File: src/rtl/ring_insertion_pkg.sv
// Shared types and helpers for the ring insertion node: arbitration mode,
// statistics width and the round-robin picker used for injection sources.
package ring_insertion_pkg;

  typedef enum logic [0:0] {
    MODE_NORMAL    = 1'b0,
    MODE_RING_PRIO = 1'b1
  } mode_e;

  localparam int STATS_WIDTH   = 16;
  // Upper bound on injection sources handled by rr_pick
  localparam int MAX_INJ       = 16;
  localparam int MAX_INJ_IDX_W = 4;

  // One-hot round-robin pick: first set bit of valid[n-1:0] starting at ptr,
  // wrapping modulo n. Returns zero when nothing is valid.
  function automatic logic [MAX_INJ-1:0] rr_pick(
    input logic [MAX_INJ-1:0] valid,
    input int unsigned        n,
    input int unsigned        ptr
  );
    logic [MAX_INJ-1:0]       grant;
    logic [MAX_INJ_IDX_W-1:0] idx;
    logic                     found;
    grant = '0;
    idx   = '0;
    found = 1'b0;
    for (int unsigned off = 0; off < MAX_INJ; off++) begin
      if (off < n) begin
        idx = MAX_INJ_IDX_W'((ptr + off) % n);
        if (!found && valid[idx]) begin
          grant[idx] = 1'b1;
          found      = 1'b1;
        end else begin
          found = found;
        end
      end else begin
        found = found;
      end
    end
    return grant;
  endfunction

endpackage

File: src/rtl/ring_insertion_node_fifo.sv
// Return FIFO for ring tokens coming back from the last station.
// Registered count; a push while full is refused even if a pop happens.
module ring_return_fifo #(
  parameter int DWIDTH     = 9,
  parameter int DEPTH_BITS = 2
) (
  input  logic                  clk,
  input  logic                  rst,
  input  logic                  wr_valid,
  input  logic [DWIDTH-1:0]     wr_data,
  output logic                  wr_ready,
  output logic                  rd_valid,
  output logic [DWIDTH-1:0]     rd_data,
  input  logic                  rd_ready,
  output logic [DEPTH_BITS:0]   count,
  output logic                  full,
  output logic                  empty
);

  localparam int DEPTH = 1 << DEPTH_BITS;
  localparam int CNT_W = DEPTH_BITS + 1;
  localparam logic [DEPTH_BITS:0]   FULL_COUNT = {1'b1, {DEPTH_BITS{1'b0}}};
  localparam logic [DEPTH_BITS:0]   CNT_ONE    = CNT_W'(1);
  localparam logic [DEPTH_BITS-1:0] PTR_ONE    = DEPTH_BITS'(1);

  logic [DWIDTH-1:0]     mem_r [DEPTH];
  logic [DEPTH_BITS-1:0] wr_ptr_r;
  logic [DEPTH_BITS-1:0] rd_ptr_r;
  logic [DEPTH_BITS:0]   count_r;
  logic                  push_s;
  logic                  pop_s;

  assign full     = (count_r == FULL_COUNT);
  assign empty    = (count_r == '0);
  assign wr_ready = !full;
  assign rd_valid = !empty;
  assign rd_data  = mem_r[rd_ptr_r];
  assign count    = count_r;
  assign push_s   = wr_valid && !full;
  assign pop_s    = rd_ready && !empty;

  // Storage write; contents need no reset since count gates visibility
  always_ff @(posedge clk) begin
    if (push_s) begin
      mem_r[wr_ptr_r] <= wr_data;
    end
  end

  // Pointers wrap naturally; count tracks occupancy one bit wider
  always_ff @(posedge clk) begin
    if (!rst) begin
      wr_ptr_r <= '0;
      rd_ptr_r <= '0;
      count_r  <= '0;
    end else begin
      if (push_s) begin
        wr_ptr_r <= wr_ptr_r + PTR_ONE;
      end
      if (pop_s) begin
        rd_ptr_r <= rd_ptr_r + PTR_ONE;
      end
      case ({push_s, pop_s})
        2'b10:   count_r <= count_r + CNT_ONE;
        2'b01:   count_r <= count_r - CNT_ONE;
        default: count_r <= count_r;
      endcase
    end
  end

endmodule

File: src/rtl/ring_insertion_node.sv
// Ring-closure node: merges the ring return path with N_INJ injection sources
// into station 0. Injections win round-robin by default; a starve counter and
// FIFO-full escalation force ring tokens through so the ring keeps moving.
// Optional grant statistics under macro RING_INSERTION_STATS_EN.
module ring_insertion_node
  import ring_insertion_pkg::*;
#(
  parameter int DWIDTH          = 9,
  parameter int N_INJ           = 2,
  parameter int FIFO_DEPTH_BITS = 2,
  parameter int STARVE_LIMIT    = 15,
  parameter int STARVE_WIDTH    = 4
) (
  input  logic                      clk,
  input  logic                      rst,
  input  logic [N_INJ-1:0]          inj_valid,
  input  logic [N_INJ*DWIDTH-1:0]   inj_data,
  output logic [N_INJ-1:0]          inj_ready,
  input  logic                      ring_in_valid,
  input  logic [DWIDTH-1:0]         ring_in_data,
  output logic                      ring_in_ready,
  output logic                      ring_out_valid,
  output logic [DWIDTH-1:0]         ring_out_data,
  input  logic                      ring_out_ready,
  output logic [FIFO_DEPTH_BITS:0]  fifo_count,
  output logic                      any_in_flight,
  output logic [STATS_WIDTH-1:0]    inj_grant_count,
  output logic [STATS_WIDTH-1:0]    ring_grant_count
);

  localparam int PTR_W = (N_INJ > 1) ? $clog2(N_INJ) : 1;
  localparam logic [STARVE_WIDTH-1:0] STARVE_LIMIT_C = STARVE_WIDTH'(STARVE_LIMIT);
  localparam logic [STARVE_WIDTH-1:0] STARVE_ONE     = STARVE_WIDTH'(1);

  logic                     loadable_s;
  logic [N_INJ-1:0]         inj_gnt_s;
  logic                     inj_gnt_any_s;
  logic                     ring_gnt_s;
  logic [MAX_INJ-1:0]       pick_s;
  logic                     unused_pick_s;
  logic [DWIDTH-1:0]        inj_sel_data_s;
  logic [PTR_W-1:0]         ptr_next_s;
  logic [PTR_W-1:0]         rr_ptr_r;
  logic                     ring_out_valid_r;
  logic [DWIDTH-1:0]        ring_out_data_r;
  logic [STARVE_WIDTH-1:0]  starve_r;
  mode_e                    mode_r;

  logic                     fifo_wr_ready_s;
  logic                     fifo_rd_valid_s;
  logic [DWIDTH-1:0]        fifo_rd_data_s;
  logic [FIFO_DEPTH_BITS:0] fifo_count_s;
  logic                     fifo_full_s;
  logic                     fifo_empty_s;

  ring_return_fifo #(
    .DWIDTH     (DWIDTH),
    .DEPTH_BITS (FIFO_DEPTH_BITS)
  ) u_fifo (
    .clk      (clk),
    .rst      (rst),
    .wr_valid (ring_in_valid),
    .wr_data  (ring_in_data),
    .wr_ready (fifo_wr_ready_s),
    .rd_valid (fifo_rd_valid_s),
    .rd_data  (fifo_rd_data_s),
    .rd_ready (ring_gnt_s),
    .count    (fifo_count_s),
    .full     (fifo_full_s),
    .empty    (fifo_empty_s)
  );

  assign loadable_s     = !ring_out_valid_r || ring_out_ready;
  assign inj_gnt_any_s  = |inj_gnt_s;
  assign unused_pick_s  = ^pick_s;
  assign inj_ready      = inj_gnt_s;
  assign ring_in_ready  = fifo_wr_ready_s;
  assign ring_out_valid = ring_out_valid_r;
  assign ring_out_data  = ring_out_data_r;
  assign fifo_count     = fifo_count_s;
  assign any_in_flight  = !fifo_empty_s || ring_out_valid_r;

  // Arbitration: only when the output register can take a token
  always_comb begin
    inj_gnt_s  = '0;
    ring_gnt_s = 1'b0;
    pick_s     = '0;
    if (loadable_s) begin
      case (mode_r)
        MODE_NORMAL: begin
          if (|inj_valid) begin
            pick_s    = rr_pick(MAX_INJ'(inj_valid), N_INJ, 32'(rr_ptr_r));
            inj_gnt_s = pick_s[N_INJ-1:0];
          end else begin
            ring_gnt_s = fifo_rd_valid_s;
          end
        end
        MODE_RING_PRIO: ring_gnt_s = fifo_rd_valid_s;
        default:        ring_gnt_s = 1'b0;
      endcase
    end else begin
      ring_gnt_s = 1'b0;
    end
  end

  // Select the granted injection token and the pointer just past it
  always_comb begin
    inj_sel_data_s = '0;
    ptr_next_s     = rr_ptr_r;
    for (int i = 0; i < N_INJ; i++) begin
      if (inj_gnt_s[i]) begin
        inj_sel_data_s = inj_data[i*DWIDTH +: DWIDTH];
        ptr_next_s     = PTR_W'((i + 1) % N_INJ);
      end else begin
      end
    end
  end

  // Output register: load on grant, hold until accepted, clear when drained
  always_ff @(posedge clk) begin
    if (!rst) begin
      ring_out_valid_r <= 1'b0;
      ring_out_data_r  <= '0;
    end else if (inj_gnt_any_s) begin
      ring_out_valid_r <= 1'b1;
      ring_out_data_r  <= inj_sel_data_s;
    end else if (ring_gnt_s) begin
      ring_out_valid_r <= 1'b1;
      ring_out_data_r  <= fifo_rd_data_s;
    end else if (loadable_s) begin
      ring_out_valid_r <= 1'b0;
    end
  end

  // Round-robin pointer advances past each granted injection source
  always_ff @(posedge clk) begin
    if (!rst) begin
      rr_ptr_r <= '0;
    end else if (inj_gnt_any_s) begin
      rr_ptr_r <= ptr_next_s;
    end
  end

  // Starve counter: cycles a ring token waits without being granted
  always_ff @(posedge clk) begin
    if (!rst) begin
      starve_r <= '0;
    end else if (!fifo_empty_s && !ring_gnt_s) begin
      if (starve_r != STARVE_LIMIT_C) begin
        starve_r <= starve_r + STARVE_ONE;
      end
    end else begin
      starve_r <= '0;
    end
  end

  // Mode FSM: escalate to ring priority on starvation or a full return FIFO
  always_ff @(posedge clk) begin
    if (!rst) begin
      mode_r <= MODE_NORMAL;
    end else begin
      case (mode_r)
        MODE_NORMAL: begin
          if (starve_r == STARVE_LIMIT_C || fifo_full_s) begin
            mode_r <= MODE_RING_PRIO;
          end else begin
            mode_r <= MODE_NORMAL;
          end
        end
        MODE_RING_PRIO: begin
          if (ring_gnt_s && !fifo_full_s) begin
            mode_r <= MODE_NORMAL;
          end else begin
            mode_r <= MODE_RING_PRIO;
          end
        end
        default: mode_r <= MODE_NORMAL;
      endcase
    end
  end

`ifdef RING_INSERTION_STATS_EN
  logic [STATS_WIDTH-1:0] inj_cnt_r;
  logic [STATS_WIDTH-1:0] ring_cnt_r;

  // Saturating grant counters
  always_ff @(posedge clk) begin
    if (!rst) begin
      inj_cnt_r  <= '0;
      ring_cnt_r <= '0;
    end else begin
      if (inj_gnt_any_s && inj_cnt_r != '1) begin
        inj_cnt_r <= inj_cnt_r + STATS_WIDTH'(1);
      end
      if (ring_gnt_s && ring_cnt_r != '1) begin
        ring_cnt_r <= ring_cnt_r + STATS_WIDTH'(1);
      end
    end
  end

  assign inj_grant_count  = inj_cnt_r;
  assign ring_grant_count = ring_cnt_r;
`else
  assign inj_grant_count  = '0;
  assign ring_grant_count = '0;
`endif

endmodule

File: config.mk
export PLATFORM = sky130hd
export DESIGN_NAME = ring_insertion_node
export DESIGN_NICKNAME = d
export VERILOG_FILES = /design/src/rtl/ring_insertion_pkg.sv /design/src/rtl/ring_insertion_node_fifo.sv /design/src/rtl/ring_insertion_node.sv
export SDC_FILE = /design/constraint.sdc
export NUM_CORES = 1
export LEC_CHECK = 0
export CAP_MARGIN = 20
export CORE_AREA = 2 2 78 80
export DETAILED_ROUTE_END_ITERATION = 12
export DIE_AREA = 0 0 80 82
export PLACE_DENSITY = 0.82
export SYNTH_ARGS = -nofsm -noshare
export SYNTH_HDL_FRONTEND = slang
export SYNTH_SLANG_ARGS = --single-unit
export TNS_END_PERCENT = 5
File: constraint.sdc
create_clock -name clk -period 4.6 [get_ports clk]
set_clock_uncertainty 0.2 [all_clocks]
set_input_delay 0.92 -clock clk [delete_from_list [all_inputs] [get_ports clk]]
set_output_delay 0.92 -clock clk [all_outputs]
set_load 0.01 [all_outputs]
# Word-level counts from Yosys, hierarchy flattened
# Memory sizes are Yosys's and may differ from the RTL's. A register that Yosys moved wholly into a read port is not among the register bits.
# Cells that the tools add are included.
[word_totals]
reg_bits = 23
latchBits = 0
ram_bits = 36
romBits = 0
inputBits = 33
mem_count = 1
[memory_table]
columns = ["memory", "words", "width", "rd", "rd_ports_with_merged_regs", "write_ports", "line", "source"]
rows = [
  ["u_fifo.mem_r", 4, 9, 1, 1, 1, "ring_insertion_node_fifo.sv:26", "logic [DWIDTH-1:0] mem_r [DEPTH];"],
]
[op_classes]
n_addsub = 6
multipliers = 0
n_div = 0
magnitude_cmp = 4
eq_ne = 5
shift = 0
mux = 40
n_bitwise = 2
n_reduce_logical = 24
[ops]
columns = ["cell", "n"]
rows = [
  ["9-bit 2-to-1 mux", 4],
  ["1-bit 2-to-1 mux", 21],
  ["2-bit 2-to-1 mux", 10],
  ["1-bit by 5-bit less-than comparator with 1-bit output, second input constant", 2],
  ["1-bit logical AND", 7],
  ["3-bit one-hot mux with 2 select lines", 1],
  ["2-bit nonzero test", 3],
  ["1-bit zero test", 5],
  ["2-bit by 1-bit adder with 2-bit output, second input constant", 2],
  ["4-bit by 1-bit adder with 4-bit output, second input constant", 1],
  ["4-bit == test, second input constant", 1],
  ["4-bit != test, second input constant", 1],
  ["1-bit one-hot mux with 2 select lines", 2],
  ["2-bit AND reduction", 2],
  ["2-bit OR reduction", 2],
  ["3-bit by 1-bit adder with 3-bit output, second input constant", 1],
  ["3-bit == test, second input constant", 1],
  ["3-bit zero test", 1],
  ["1-bit logical OR", 3],
  ["3-bit nonzero test", 1],
  ["3-bit by 1-bit subtractor with 3-bit output, second input constant", 1],
  ["1-bit demux with 1-bit select", 2],
  ["2-bit by 1-bit == test with 1-bit output, second input constant", 1],
  ["2-bit == test, second input constant", 1],
  ["other kinds (4)", 5],
]

# Logic depth before layout (Yosys ltp)
# Gate-level depths: netlist of run 1.
[depth]
depth_word = 16
depth_mapped = 9

# Cells and area by module
# From an unflattened synthesis of run 1, not the netlist that was laid out.
[unflattened]
cells_unflattened = 228
hier_area_um2 = 2891.5
[modules_own_cells]
columns = ["module", "instances", "cells_each", "area_each_um2", "seq_area_each_um2"]
rows = [
  ["ring_return_fifo", 1, 103, 1788.0, 1261.2],
  ["ring_insertion_node", 1, 125, 1103.6, 320.3],
]

# Worst setup path before layout of run 1
# OpenSTA, ideal clock, no wires.
[synth_path]
path_type = "input-to-reg"
startpoint = "in inj_valid[0]"
endpoint = "reg u_fifo.count_r[2] (netlist: u_fifo.count[2])"
arrival_ns = 2.486
required_ns = 4.329
setup_slack_ns = 1.843
path_stages = 8
path_buffers = 0
cell_sequence = "o21ba_2 nor3_4 ha_1 inv_1 fa_1 xor2_1 or3_1 a21oi_1"
[synth_via]
elab_chain_len = 7
elab_cells_between_ends = 9
[synth_lines]
columns = ["item", "line", "source"]
rows = [
  ["start, declared", "ring_insertion_node.sv:16", "input logic [N_INJ-1:0] inj_valid,"],
  ["2-bit OR reduction (*)", "ring_insertion_node.sv:91", "if (|inj_valid) begin"],
  ["1-bit 2-to-1 mux (*)", "ring_insertion_node.sv:91", ""],
  ["1-bit one-hot mux with 2 select lines (*)", "ring_insertion_node.sv:89", "case (mode_r)"],
  ["1-bit 2-to-1 mux (*)", "ring_insertion_node.sv:88", "if (loadable_s) begin"],
  ["1-bit logical AND (*)", "ring_insertion_node_fifo.sv:40", "assign pop_s = rd_ready && !empty;"],
  ["via u_fifo.pop_s", "ring_insertion_node_fifo.sv:31", "logic pop_s;"],
  ["2-bit by 1-bit == test with 1-bit output or 2-bit == test (tied branches)", "ring_insertion_node_fifo.sv:62", "case ({push_s, pop_s})"],
  ["3-bit one-hot mux with 2 select lines or 2-bit nonzero test (tied branches)", "--", ""],
  ["end signal, assigned", "ring_insertion_node_fifo.sv:63", "2'b10: count_r <= count_r + CNT_ONE;"],
  ["end signal, assigned", "ring_insertion_node_fifo.sv:64", "2'b01: count_r <= count_r - CNT_ONE;"],
  ["end signal, assigned", "ring_insertion_node_fifo.sv:65", "default: count_r <= count_r;"],
  ["end, declared", "ring_insertion_node_fifo.sv:29", "logic [DEPTH_BITS:0] count_r;"],
]
# The timed path passes the listed nets; every way through them passes the cells marked *.
# A chain may end at the register's enable or synchronous reset.

# Worst setup path in the final report of run 1
[layout_path]
startpoint = "in ring_out_ready"
endpoint = "out inj_ready[0]"
[layout_via]
elab_chain_len = 2
[layout_lines]
columns = ["item", "line", "source"]
rows = [
  ["start, declared", "ring_insertion_node.sv:24", "input logic ring_out_ready,"],
  ["1-bit logical OR", "ring_insertion_node.sv:73", "assign loadable_s = !ring_out_valid_r || ring_out_ready;"],
  ["2-bit 2-to-1 mux", "ring_insertion_node.sv:88", ""],
  ["end, declared", "ring_insertion_node.sv:18", "output logic [N_INJ-1:0] inj_ready,"],
]
# Every way passes these cells.

==> flow_summary.toml, run 1 <==
[timing]
rsz0062_at_grt = "no"
drv_slew = 0
setup-tns-final_ns = 0
min_period_ns = 3.802
slew_headroom_pct = 52.99
tightest_slew_ns = 0.7036
finalSetupViolations = 0
fin_ws_ns = 0.7984
max_freq_ghz = 0.2630
finalCritPeriodShare_pct = 82.64
hold_viol = 0

[synthesis]
synth_top_area_share_pct = 38.40
synth.distinct_cells = 41
synth_common_cells = "36 x edfxtp_1, 32 x buf_4, 25 x dfxtp_1"
synth-edff-count = 36
yosysTopAreaCell = "edfxtp_1"
synthCells = 221
syn_avg_cell_area_um2 = 12.74
ys_async_sr_fraction_pct = 0
ys.warnings.count = 0
synth_area_um2 = 2815
yosysSeqAreaShare_pct = 56.18
ys_ff_latch = 61
synth_area_leaders = "edfxtp_1 38%, dfxtp_1 18%, buf_4 8.5%"
synth_flop_cell = "edfxtp_1"
synth_most_common_cell = "edfxtp_1"

[place]
portBuffers = 49
routabilityCongestion = 0.7878
dp_hpwl_um = 3803
preCtsSetupSlack_ns = 0.8236
dp.cells = 336

[clock_tree]
clockRootBuffer = "clkbuf_8"
tritoncts = "yes"
cts_buffer_depth = 2
htreeDepth = 3
postCtsSetupBuffers = 0
clk_latency_ns = 0.34
cts.hold.buffers_added = 0
cts_sinks = 61
cts_made_buffers = 9
clk_pin_slew_ns = 0.07
cts.repair.resized = 0

[route]
firstDrtPassIters = 4
via_count = 1798
drcViolationCount = 0
wl_per_cell_um = 15.02
dr.first_iter.drc_count = 111
vias_per_cell = 5.108
wirelength_um = 5286
antenna_left = 0

[grt]
grt_pass1_wl_um = 8438
antenna_found_initial = 0
overflow = 0
grt_usage_pct = 17.76
grt_max_degree = 17
grt_pass1_vias = 1771

[min_path]
min_path_type = "reg2reg"

[pwr]
leakage_uw = 0.001248
fin_total_pwr_uw = 1501
peakVddDrop_v = 0.0002533
powerDensity_nw_per_um2 = 434.3

[layout]
antenna_cells = 0
area_growth_pct = 22.80
fillCellCount = 458
layout-drive-gt1-share_pct = 11.91
final_cells = 352
utilization_pct = 60.17
nets = 312

[floorplanning]
die_w_um = 80
die_area_um2 = 6560
core_um2 = 5746
initial_core_util_pct = 49.00
rows = 28
ios = 82
fp.dieH_um = 82

[flow_run]
drv_cap = 0

[critical_path]
end_kind = "primary output"
cp-start-kind = "primary input"
critPathRequiredTime_ns = 3.48
worst-path-max-fanout = 10
critical_path_class = "in2out"
arrival_ns = 2.68

[run_status]
status = "complete, no violations"
[cells in the final DEF, fill, tap and decap left out, types with 2 or more instances in the layout]
cell type | synthesis | final
xnor2_1 | 3 | 3
nor3_4 | 2 | 2
nand2_1 | 4 | 4
ha_1 | 6 | 6
inv_6 | 0 | 2
nor3_1 | 2 | 2
conb_1 | 1 | 32
o21ai_0 | 18 | 18
a31oi_1 | 10 | 10
clkdlybuf4s50_1 | 0 | 49
nor2b_1 | 2 | 2
dfxtp_1 | 25 | 25
nor2_1 | 12 | 12
a21oi_1 | 6 | 6
or3_1 | 2 | 2
a22oi_1 | 8 | 8
bufinv_16 | 0 | 2
xor2_1 | 3 | 3
nand2b_1 | 2 | 2
nand3_1 | 3 | 3
clkbuf_8 | 0 | 9
edfxtp_1 | 36 | 36
and3_1 | 5 | 5
mux4_2 | 9 | 9
inv_1 | 6 | 6
[where the power goes]
part / switching [uW] / internal (uW) / total, uW / leakage (uW)
registers: 41.5 / 633 / 674 / 0.000536
logic: 148 / 152 / 299 / 0.000604
clock network: 220 / 308 / 528 / 0.000108
[routing by layer]
metal | vias to the layer above | share of wire [%] | global-route usage, %
met5 | - | 0 | 0
met1 | 860 | 43 | 21.07
met4 | 0 | 2.8 | 11.19
met2 | 65 | 49 | 29.58
li1 | 859 | - | -
met3 | 14 | 5.1 | 3.736
[final cells by class]
type	instances	area, um2	area share (%)
Inverter	6	22.52	0.6515
Clock buffer	9	123.9	3.583
Timing Repair Buffer	50	498.0	14.40
Multi-Input combinational cell	144	1040	30.08
Clock inverter	7	97.59	2.823
Tap cell	75	93.84	2.714
Sequential cell	61	1582	45.75
[worst paths after layout]
check | startpoint | to | slack [ns] | depth (start not counted)
setup / recovery | ring_out_ready | inj_ready[0] | 0.80 | 4
hold reg to reg | rr_ptr_r | rr_ptr_r | 0.32 | 1
hold / removal | rr_ptr_r | rr_ptr_r | 0.32 | 1
setup reg to reg | u_fifo.count[2] | u_fifo.count[2] | 2.00 | 8
[per-stage QoR]
stage | hold slack, ns | cell area [um2]
2_1_floorplan | 0.2692 | 2932
3_3_place_gp | 0.2939 | 3236
3_5_place_dp | 0.3070 | 3236
4_1_cts | 0.3171 | 3457
5_1_grt | 0.3596 | 3457
6_report | 0.3195 | 3457
[cells by family after synthesis]
kind of cell	count (synthesis)	share of synthesized area [%]
mux	11	7.955
buf+inv	47	11.02
fa+ha+maj	7	3.378
xor+xnor	6	1.867
compound gates	48	10.49
other cells	1	0.1332
flops	61	56.18
simple gates	40	8.977
[flip-flops by register name, summed over array words and instances (netlist names), named ones only]
name and count:
u_fifo.rd_ptr_r 2, rr_ptr_r 1, u_fifo.wr_ptr_r 2, mode_r 1
starve_r 4, ring_out_data 9, u_fifo.count 3, ring_out_valid 1
u_fifo.mem_r 36
[critical path: stages]
cell and delay (ns):
clkdlybuf4s50_1 0.52, nand2b_1 0.21, and3_1 0.42, clkdlybuf4s50_1 0.61
(Power assumes the default switching activity.)
==> run 2, diff against run 1 <==
--- a/config.mk
+++ b/config.mk
@@ -6,10 +6,10 @@
 export NUM_CORES = 1
 export LEC_CHECK = 0
 export CAP_MARGIN = 20
-export CORE_AREA = 2 2 78 80
+export CORE_AREA = 2 2 84 86
 export DETAILED_ROUTE_END_ITERATION = 12
-export DIE_AREA = 0 0 80 82
-export PLACE_DENSITY = 0.82
+export DIE_AREA = 0 0 86 88
+export PLACE_DENSITY = 0.75
 export SYNTH_ARGS = -nofsm -noshare
 export SYNTH_HDL_FRONTEND = slang
 export SYNTH_SLANG_ARGS = --single-unit
==> constraint.sdc (replaced) <==
create_clock -name clk -period 3.1 [get_ports clk]
set_clock_uncertainty 0.2 [all_clocks]
set_input_delay 0.62 -clock clk [delete_from_list [all_inputs] [get_ports clk]]
set_output_delay 0.62 -clock clk [all_outputs]
set_load 0.01 [all_outputs]
==> flow_summary.toml, run 2 (synthesis results as in run 1) <==
[layout]
area_growth_pct = 24.40
fillCellCount = 559
final_cells = 362
layout.cells.most_common = "clkdlybuf4s50_1"
regMostFlops = "u_fifo.mem_r"
largest_register_ffs = 36
final_cell_mix = "49 x clkdlybuf4s50_1, 36 x edfxtp_1, 32 x conb_1"
layout-drive-gt1-share_pct = 13.48
nets = 317
antenna_cells = 0

[clock_tree]
clk_latency_ns = 0.34
clockRootBuffer = "clkbuf_8"
htreeDepth = 3
postCtsSetupBuffers = 0
cts_sinks = 61
cts.hold.buffers_added = 0
cts.repair.resized = 0
cts_buffer_depth = 2
cts_made_buffers = 9
clk_pin_slew_ns = 0.06
tritoncts = "yes"

[route]
wl_met2_um = 2915
drt-met1-wl_um = 2302
top_layer_used = "met4"
wl_met3_um = 297
wirelength_um = 5608
antenna_left = 0
dr.first_iter.drc_count = 139
via_count = 1838
firstDrtPassIters = 4
wl_per_cell_um = 15.49
vias_per_cell = 5.077
drcViolationCount = 0

[critical_path]
r2r_end = "u_fifo.count[2]"
reg2reg_slack_ns = 0.45
critPathRequiredTime_ns = 2.28
worst-path-max-fanout = 4
reg2reg_depth = 8
cp-start-kind = "primary input"
end_kind = "primary output"
arrival_ns = 2.16
critical_path_class = "in2out"
r2r-start = "u_fifo.count[2]"

[timing]
min_period_ns = 2.979
max_freq_ghz = 0.3357
finalCritPeriodShare_pct = 96.10
tightest_slew_ns = 0.6094
drv_slew = 0
slew_headroom_pct = 59.32
hold_viol = 0
rsz0062_at_grt = "no"
setup-tns-final_ns = 0
finalSetupViolations = 0

[grt]
grt_pass1_vias = 1766
overflow = 0
grt_max_degree = 17
grt_usage_pct = 15.77
antenna_found_initial = 0
grt_pass1_wl_um = 8804

[floorplanning]
die_w_um = 86
core_um2 = 6644
ios = 82
initial_core_util_pct = 42.37
rows = 30
fp.dieH_um = 88
die_area_um2 = 7568

[min_path]
worstHoldPathCells = 2
whs_endpoint = "u_fifo.wr_ptr_r[1]"
min_path_type = "reg2reg"
min_from = "u_fifo.wr_ptr_r[1]"

[pwr]
leakage_uw = 0.001277
peakVddDrop_v = 0.0003120
powerDensity_nw_per_um2 = 644.1

[flow_run]
drv_cap = 0

[place]
routabilityCongestion = 0.7581
dp_hpwl_um = 4010
dp.cells = 346
portBuffers = 49

[run_status]
status = "complete, no violations"
[run 2: report_power, final]
group,leakage [uW],internal (uW),switching (uW)
clock,0.000111,460,333
combinational,0.000629,236,228
sequential,0.000536,938,61.7
[run 2: layer usage]
metal	vias to the layer above	track usage, %
li1	870	-
met1	878	18.37
met2	82	27.06
met3	8	4.147
met4	0	7.792
met5	-	0
[run 2: critical path, cell delays in order]
cell and delay [ns]:
clkdlybuf4s50_1 0.46, nor2b_1 0.19, nor4b_4 0.29, clkdlybuf4s50_1 0.60
[run 2: worst max-delay path by stage]
stage | from | to | slack, ns
3_5_place_dp | inj_valid[1] | u_fifo.count[2] | 0.08
2_1_floorplan | u_fifo.count[2] | u_fifo.count[2] | 0.61
6_report | inj_valid[0] | inj_ready[1] | 0.12
4_1_cts | inj_valid[0] | inj_ready[1] | 0.1
3_3_place_gp | inj_valid[0] | inj_ready[1] | 0.15
5_1_grt | inj_valid[0] | inj_ready[1] | 0.05
[run 2: through the flow]
stage | total power (uW) | util, % | hold WS [ns] | setup slack, ns | cell area, um2
after floorplan | 1303 | - | 0.2692 | 0.6059 | 2932
after global placement | 1467 | 49.36 | 0.2895 | 0.1490 | 3279
after detailed placement | 1478 | 49.36 | 0.2932 | 0.08453 | 3279
after CTS | 2270 | 52.71 | 0.3012 | 0.09892 | 3502
after global routing | 2353 | 52.71 | 0.3369 | 0.05047 | 3502
final | 2256 | 52.71 | 0.3010 | 0.1210 | 3502
[run 2: cell type report]
type                            instances  area (um2)  share of cell area (%)
Clock buffer                           10       127.6                   3.644
Clock inverter                          6       95.09                   2.715
Timing Repair Buffer                   55       535.5                   15.29
Sequential cell                        61        1582                   45.16
Inverter                                6       22.52                  0.6431
Tap cell                               80       100.1                   2.858
Multi-Input combinational cell        144        1040                   29.69
